[config.mk]
export PLATFORM = sky130hd
export DESIGN_NAME = frame_bank_sched
export DESIGN_NICKNAME = d
export VERILOG_FILES = /design/src/rtl/frame_bank_pkg.sv /design/src/rtl/rise_detect.sv /design/src/rtl/frame_bank_sched.sv
export SDC_FILE = /design/constraint.sdc
export NUM_CORES = 1
export LEC_CHECK = 0
export CAP_MARGIN = 15
export CORE_MARGIN = 5
export CORE_UTILIZATION = 40
export DETAILED_ROUTE_END_ITERATION = 6
export PLACE_DENSITY = 0.65
export SYNTH_ARGS = -nofsm -noshare
export SYNTH_HDL_FRONTEND = slang
export SYNTH_SLANG_ARGS = --single-unit
[constraint.sdc]
create_clock -name clk -period 2.1 [get_ports clk]
set_input_delay 0.315 -clock clk [delete_from_list [all_inputs] [get_ports clk]]
set_output_delay 0.315 -clock clk [all_outputs]
set_load 0.01 [all_outputs]
[src/rtl/frame_bank_pkg.sv]
// Shared types and constants for the triple-buffer frame bank scheduler.
package frame_bank_pkg;

    localparam int NUM_BANKS = 3;

    typedef logic [1:0] bank_t;

    localparam bank_t WR_BANK_RST   = 2'd0;
    localparam bank_t RD_BANK_RST   = 2'd1;
    localparam bank_t PEND_BANK_RST = 2'd2;

    // Bank indices 0..NUM_BANKS-1 sum to this, so the third bank is the remainder.
    localparam bank_t BANK_SUM = bank_t'(NUM_BANKS * (NUM_BANKS - 1) / 2);

    typedef enum logic {
        W_IDLE,
        W_ACTIVE
    } wr_state_t;

    function automatic bank_t free_bank(input bank_t a, input bank_t b);
        return bank_t'(BANK_SUM - a - b);
    endfunction

    function automatic logic [15:0] sat_inc(input logic [15:0] v);
        return (v == 16'hFFFF) ? v : v + 16'd1;
    endfunction

endpackage

[src/rtl/rise_detect.sv]
// One-bit registered rising-edge detector; a level held high yields a single pulse.
module rise_detect (
    input  logic clk,
    input  logic rst,
    input  logic din,
    output logic rise
);

    logic prev;

    // NOTE: sequential state uses non-blocking assignments so every flop samples pre-edge values.
    always_ff @(posedge clk or posedge rst) begin
        if (rst) prev <= 1'b0;
        else     prev <= din;
    end

    assign rise = din & ~prev;

endmodule

[src/rtl/frame_bank_sched.sv]
// Triple-buffer bank scheduler: tracks stream frames and HDMI vsync, and rotates
// writer/reader/pending banks so the reader always shows the newest complete frame.
module frame_bank_sched
    import frame_bank_pkg::*;
#(
    parameter int NUM_LINES = 480,
    parameter int LINE_W    = 10
) (
    input  logic              clk,
    input  logic              rst,
    input  logic              s_axis_video_tvalid,
    input  logic              s_axis_video_tready,
    input  logic              s_axis_video_tuser,
    input  logic              s_axis_video_tlast,
    input  logic              rd_vsync,
    output bank_t             wr_bank,
    output logic              wr_en,
    output bank_t             rd_bank,
    output logic              frame_ready,
    output logic [LINE_W-1:0] wr_line,
    output logic [15:0]       drop_cnt,
    output logic [15:0]       bad_frame_cnt
);

    wr_state_t         state, state_next;
    logic [LINE_W-1:0] line_next;
    logic              fire, sof, eol;
    logic              restart, complete, vs_rise;
    bank_t             pend_bank;
    logic              pend_valid;

    assign fire = s_axis_video_tvalid & s_axis_video_tready;
    assign sof  = fire & s_axis_video_tuser;
    assign eol  = fire & s_axis_video_tlast;

    // Held in reset, the memory must not see a stray write from a start-of-frame beat.
    assign wr_en = fire & ((state == W_ACTIVE) | s_axis_video_tuser) & ~rst;

    rise_detect u_vsync_rise (
        .clk  (clk),
        .rst  (rst),
        .din  (rd_vsync),
        .rise (vs_rise)
    );

    // NOTE: every output of this block gets a default first, so no latch is inferred.
    always_comb begin
        state_next = state;
        line_next  = wr_line;
        restart    = 1'b0;
        complete   = 1'b0;
        case (state)
            W_IDLE: begin
                if (sof) begin
                    state_next = W_ACTIVE;
                    line_next  = '0;
                end
            end
            W_ACTIVE: begin
                if (sof) begin
                    restart   = 1'b1;
                    line_next = '0;
                end else if (eol) begin
                    if (wr_line == LINE_W'(NUM_LINES - 1)) begin
                        complete   = 1'b1;
                        state_next = W_IDLE;
                        line_next  = '0;
                    end else begin
                        line_next = wr_line + LINE_W'(1);
                    end
                end
            end
            default: begin
                state_next = W_IDLE;
                line_next  = '0;
            end
        endcase
    end

    always_ff @(posedge clk or posedge rst) begin
        if (rst) begin
            state   <= W_IDLE;
            wr_line <= '0;
        end else begin
            state   <= state_next;
            wr_line <= line_next;
        end
    end

    always_ff @(posedge clk or posedge rst) begin
        if (rst) begin
            wr_bank       <= WR_BANK_RST;
            rd_bank       <= RD_BANK_RST;
            pend_bank     <= PEND_BANK_RST;
            pend_valid    <= 1'b0;
            frame_ready   <= 1'b0;
            drop_cnt      <= '0;
            bad_frame_cnt <= '0;
        end else begin
            if (complete && vs_rise) begin
                // Just-finished frame goes straight to the reader; the old display bank is reused.
                rd_bank     <= wr_bank;
                wr_bank     <= rd_bank;
                pend_valid  <= 1'b0;
                frame_ready <= 1'b1;
                if (pend_valid) drop_cnt <= sat_inc(drop_cnt);
            end else if (complete) begin
                pend_bank  <= wr_bank;
                pend_valid <= 1'b1;
                if (pend_valid) begin
                    drop_cnt <= sat_inc(drop_cnt);
                    wr_bank  <= pend_bank;
                end else begin
                    wr_bank  <= free_bank(wr_bank, rd_bank);
                end
            end else if (vs_rise && pend_valid) begin
                rd_bank     <= pend_bank;
                pend_valid  <= 1'b0;
                frame_ready <= 1'b1;
            end
            if (restart) bad_frame_cnt <= sat_inc(bad_frame_cnt);
        end
    end

endmodule

### Yosys cells after proc, flatten, opt, wreduce, memory -nomap -nowiden

Cells that the tools add are included.

| word-level totals | value |
|---|---|
| bits in registers | 52 |
| bits of input ports | 7 |
| output and inout bits | 48 |
| word-level logic and storage cells | 73 |

| operators by class | value |
|---|---|
| add/sub/neg operators | 5 |
| equality and inequality tests | 6 |
| mux-type cells | 31 |
| bitwise gates (word level) | 12 |
| reduce and logical (&&, ||, !) cells | 9 |

Operator list:

| operator | number |
|---|---|
| 2-to-1 mux 16 bit | 4 |
| 2-to-1 mux 10 bit | 4 |
| adder 16 x 1 -> 16 bit, second input constant | 2 |
| equality test 16 bit, second input constant | 2 |
| case mux 10 bit (2 select lines) | 1 |
| 2-to-1 mux 1 bit | 15 |
| 2-to-1 mux 2 bit | 6 |
| adder 10 x 1 -> 10 bit, second input constant | 1 |
| equality test 10 x 9 -> 1 bit, second input constant | 1 |
| AND reduction 2 bit | 4 |
| bitwise AND 1 bit | 6 |
| inverter 1 bit | 5 |
| nonzero test 2 bit | 2 |
| != test 3 x 1 -> 1 bit, second input constant | 1 |
| nonzero test 3 bit | 1 |
| logical AND 1 bit | 2 |
| != test 2 x 1 -> 1 bit, second input constant | 1 |
| != test 2 bit, second input constant | 1 |
| case mux 1 bit (2 select lines) | 1 |
| subtractor 2 bit | 1 |
| subtractor 2 bit, first input constant | 1 |
| bitwise OR 1 bit | 1 |

### Longest topological paths before layout

| logic depth | value |
|---|---|
| word-level depth | 8 |
| depth in mapped cells | 7 |

### Modules after synthesis

Synthesis repeated with hierarchy kept, for this count alone.

| unflattened totals | value |
|---|---|
| cells, all modules | 251 |
| area, all modules | 2581.2 um^2 |

Modules (own cells, without submodules):

| module | instances | cells an instance | area each (um^2) | seq. area each (um^2) |
|---|---|---|---|---|
| frame_bank_sched | 1 | 248 | 2538.7 | 1278.7 |
| rise_detect | 1 | 3 | 42.5 | 25.0 |

### Worst setup path after synthesis

Ideal clock, no wire load.

| path | value |
|---|---|
| path type | register to register |
| start | register wr_line[0] |
| end | register drop_cnt[5] |
| setup time | 0.125 ns |
| data arrival time | 1.914 ns |
| path slack | 0.061 ns |
| cell stages (with the launch flop) | 8 |
| cell sequence | dfrtp_1 > ha_1 > nand4_2 > or3_4 > a2111oi_4 > buf_6 > nand4_2 > xnor2_1 |

| between the ends | value |
|---|---|
| cells in the longest elaborated chain, start to end | 7 |

RTL lines:

| element | line | text |
|---|---|---|
| start: declaration | frame_bank_sched.sv:20 | `output logic [LINE_W-1:0] wr_line,` |
| start signal: assignment | frame_bank_sched.sv:86 | `wr_line <= line_next;` |
| equality test 10 x 9 -> 1 bit * | frame_bank_sched.sv:64 | `if (wr_line == LINE_W'(NUM_LINES - 1)) begin` |
| 2-to-1 mux 1 bit * | frame_bank_sched.sv:64 |  |
| 2-to-1 mux 1 bit * | frame_bank_sched.sv:63 | `end else if (eol) begin` |
| 2-to-1 mux 1 bit * | frame_bank_sched.sv:60 | `if (sof) begin` |
| 2-to-1 mux 1 bit * | frame_bank_sched.sv:52 | `case (state)` |
| logical AND 1 bit | frame_bank_sched.sv:100 | `if (complete && vs_rise) begin` |
| 2-to-1 mux 16 bit / nonzero test 2 bit (equally long branches) | - |  |
| end signal: assignment | frame_bank_sched.sv:106 | `if (pend_valid) drop_cnt <= sat_inc(drop_cnt);` |
| end signal: assignment | frame_bank_sched.sv:111 | `drop_cnt <= sat_inc(drop_cnt);` |
| end: declaration | frame_bank_sched.sv:21 | `output logic [15:0] drop_cnt,` |

Mark *: on every way between the ends. The rest lies on a longest branch, timed or not.
A chain may end at the register's enable or synchronous reset.

### Worst setup path after layout

| path | value |
|---|---|
| start | register wr_line[0] |
| end | register drop_cnt[1] |

Same word-level chain as after synthesis.

==> results.py <==
metrics = {
    "pwr": {
        "clock_power_share_pct": 28.1,
        "cellLeakagePower_nw": 1.61,
        "power.net_switching_w": 0.000539,
        "seq_power_share_pct": 54.5,
        "cell_internal_power_w": 0.00153,
        "comb_power_share_pct": 17.3,
        "max-vdd-ir-drop_uv": 364,
        "powerDensity_nw_per_um2": 585,
        "power_w": 0.00207,
        "switching_share_pct": 26.0,
    },
    "cells_and_area": {
        "mostFrequentLayoutCells": "sky130_fd_sc_hd__clkdlybuf4s50_1, sky130_fd_sc_hd__dfrtp_1, sky130_fd_sc_hd__nor2_1, sky130_fd_sc_hd__buf_4, sky130_fd_sc_hd__nand3_1",
        "footprint_of_the_multi_input_gates_sq_um": 1260,
        "fin_cells": 410,
        "layout_commonest_cell": "sky130_fd_sc_hd__clkdlybuf4s50_1",
        "post_route_cells_drive_above_1_share_pct": 16.5,
        "final_net_count": 343,
        "regArea_sq_um": 1300,
        "syn2layout_area_growth_pct": 37.1,
        "antenna_cells_inserted": 0,
        "final.fill_count": 596,
    },
    "setup_path": {
        "cp_slowest_stage_delay_ns": 0.43,
        "timing.critical_path.to_type": "flop",
        "r2r_start": "wr_line[0]$_DFFE_PP0P_",
        "crit-reg2reg-capture": "drop_cnt[1]$_DFFE_PP0P_",
        "critPathSlowestCell": "sky130_fd_sc_hd__or3_4",
        "crit_fanout": 13,
        "worst_endpoint_required_time_ns": 2.29,
        "rr_worst_depth": 6,
        "critPathArrivalTime_ns": 2.20,
        "cp_top_family": "simple AND/OR/NAND/NOR gates",
        "worstPathBufferInverterCount": 1,
        "worst_setup_path_start_kind": "flop",
        "worstPathCellList": "ha_2 -> nand4_4 -> or3_4 -> a2111oi_4 -> buf_12 -> mux2_1",
        "path_class": "reg2reg",
        "setup.reg_to_reg.worst_slack_ns": 0.09,
    },
    "timing": {
        "final.period_utilization_pct": 95.7,
        "worstMarginPinSlew_ns": 0.430,
        "unrepaired_setup_endpoints_after_global_routing": "false",
        "finalClockSkew_ns": 0.00610,
        "timing.slew.headroom_pct": 71.1,
        "slew_viol_final": 0,
        "timing_hold_violations_final": 0,
        "highest_clock_rate_mhz": 497,
        "final_period_minus_worst_setup_slack_ns": 2.01,
        "setup_viol": 0,
    },
    "clock_tree": {
        "postCtsHoldBufs": 0,
        "worst_skew_pair.late_latency_ns": 0.30,
        "cts.sinks": 52,
        "h-tree-depth": 2,
        "cts_tree": "yes",
        "cts_made_buffers": 5,
        "max-clock-path-buffers": 2,
        "path_clk_slew_ns": 0.09,
        "clock_tree.root_cell": "sky130_fd_sc_hd__clkbuf_8",
    },
    "route": {
        "firstDrtPassIters": 4,
        "drt_first_iter_violations": 59,
        "drt-total-wl_um": 5620,
        "vias_cell": 5.11,
        "route.antenna.remaining_nets": 0,
        "detail_route.drc_violations": 0,
        "routed_wire_length_per_instance_um": 13.7,
        "via_count": 2094,
    },
    "placement": {
        "dp_cells": 401,
        "hpwlAfterDp_um": 4300,
        "finalWeightedCongestion": 0.804,
        "portBuffers": 54,
    },
    "floorplan": {
        "start_util_pct": 40.9,
        "die_h_um": 90.4,
        "io_pins": 55,
        "floorplan.die.width_um": 90.4,
        "placement_row_count": 29,
        "fp.dieArea_sq_um": 8160,
        "placeableCoreArea_sq_um": 6310,
    },
    "logic_synthesis": {
        "syn-cell-area_sq_um": 2580,
        "synth_edf_count": 0,
        "synthCells": 245,
        "synth_ff_type": "sky130_fd_sc_hd__dfrtp_1",
        "synth-seq-cells": 52,
        "post_synth.cell_area_avg_sq_um": 10.5,
        "synthArstFlopShare_pct": 100,
        "synth-warning-count": 0,
        "yosys.cell_types.count": 39,
        "synth.yosys.seq_area_share_pct": 50.5,
        "syn-num-nets": 256,
    },
    "global_route": {
        "grt_antenna_before_repair": 0,
        "grt_pass1_wl_um": 9930,
        "globalRouteOverflowTotal": 0,
        "global_route.usage.total_pct": 14.4,
        "number_of_global_route_vias_before_repair": 2114,
        "pin_count_of_the_biggest_net_entering_global_routing": 38,
    },
    "min_path": {
        "worst_hold_path_type": "in2async",
    },
    "job": {
        "cap_viol_max_count": 0,
    },
    "run_status": {
        "result_of_the_run": "completed",
    },
}
==> worst max path at each step <==
stage	startpoint	endpoint	slack [ns]	cells past startpoint
4_1_cts	s_axis_video_tvalid	wr_en	0.005	5
6_report	wr_line[0]$_DFFE_PP0P_	drop_cnt[1]$_DFFE_PP0P_	0.09	6
3_3_place_gp	s_axis_video_tvalid	drop_cnt[1]$_DFFE_PP0P_	-0.11	6
2_1_floorplan	wr_line[0]$_DFFE_PP0P_	drop_cnt[5]$_DFFE_PP0P_	0.06	7
5_1_grt	wr_line[0]$_DFFE_PP0P_	drop_cnt[1]$_DFFE_PP0P_	0.02	6
3_5_place_dp	s_axis_video_tvalid	drop_cnt[15]$_DFFE_PP0P_	-0.14	7
==> flip-flops by register name, indices dropped and copies added (netlist names) <==
signal	cells
pend_valid	1
frame_ready	1
wr_line	10
pend_bank	2
rd_bank	2
bad_frame_cnt	16
wr_bank	2
drop_cnt	16
u_vsync_rise.prev	1
state	1
==> logic make-up after synthesis <==
| logic type | synth area share (%) |
|---|---|
| AOI/OAI and AO/OA | 7.51 |
| and+or+nand+nor | 24.4 |
| xor gates and xnor gates | 10.2 |
| adders and majority gates | 1.94 |
| muxes | 4.31 |
| DFF | 50.5 |
| buffers and inverters | 1.16 |
==> stage by stage <==
| step | utilization (%) | cell area, sq um | hold slack [ns] | setup WS (ns) | TNS, ns |
|---|---|---|---|---|---|
| 2_1_floorplan | - | 2580 | 0.346 | 0.0607 | 0 |
| 3_3_place_gp | 54.3 | 3430 | 0.455 | -0.108 | -0.716 |
| 3_5_place_dp | 54.3 | 3430 | 0.461 | -0.140 | -1.01 |
| 4_1_cts | 55.7 | 3520 | 0.338 | 0.00541 | 0 |
| 5_1_grt | 56.1 | 3540 | 0.354 | 0.0171 | 0 |
| 6_report | 56.1 | 3540 | 0.326 | 0.0899 | 0 |
==> metal layers <==
metal  vias to the layer above  wire length [um]  GRT usage, %  part of all wire (%)
met5                         -                 0             0                     0
met4                         0                53          4.96                  0.94
met3                         6               318          3.83                   5.7
met2                        55              2620          22.9                    47
met1                       978              2620          18.9                    47
li1                       1055                 -             -                     -
==> cells in the mapped netlist, drive strengths merged, types with 2 or more instances <==
master | instances | share of area (%)
and2 | 4 | 0.97
o22ai | 2 | 0.48
a31oi | 3 | 0.73
mux2 | 9 | 3.9
nor2 | 25 | 3.6
nand3 | 22 | 4.3
nand2 | 18 | 2.7
and4 | 5 | 1.7
nand4 | 14 | 4.1
nor4 | 3 | 0.73
and3 | 5 | 1.2
o21ai | 6 | 1.2
inv | 5 | 0.73
nand2b | 3 | 0.73
nor3 | 8 | 1.9
dfrtp | 50 | 48
or3 | 2 | 0.87
xor2 | 13 | 4.4
dfstp | 2 | 2.0
ha | 4 | 1.9
or2 | 3 | 0.73
xnor2 | 17 | 5.8
a21oi | 9 | 1.7
a2bb2oi | 2 | 0.68
==> cell type report <==
| cell class | count | share of cell area, % |
|---|---|---|
| flip-flops and latches | 52 | 36.8 |
| well taps | 77 | 2.72 |
| inverters | 5 | 0.530 |
| repair buffers | 81 | 21.8 |
| clock buffers | 8 | 2.55 |
| multi-input cells | 187 | 35.6 |
==> power groups by stage <==
stage	clock (W)	combinational [W]	sequential, W
global route	0.000643	0.000393	0.00114
detailed placement	0	0.000361	0.00115
CTS	0.000604	0.000362	0.00113
floorplan	0	0.000117	0.00117
finish	0.000582	0.000359	0.00113
global placement	0	0.000357	0.00115
==> repair_timing <==
| action | in CTS | in global routing |
|---|---|---|
| resized for setup | 0 | 3 |
| endpoints found under the setup margin | 0 | 3 |
| setup buffers | 0 | 1 |
No activity file was read; power rests on OpenSTA's default activity.
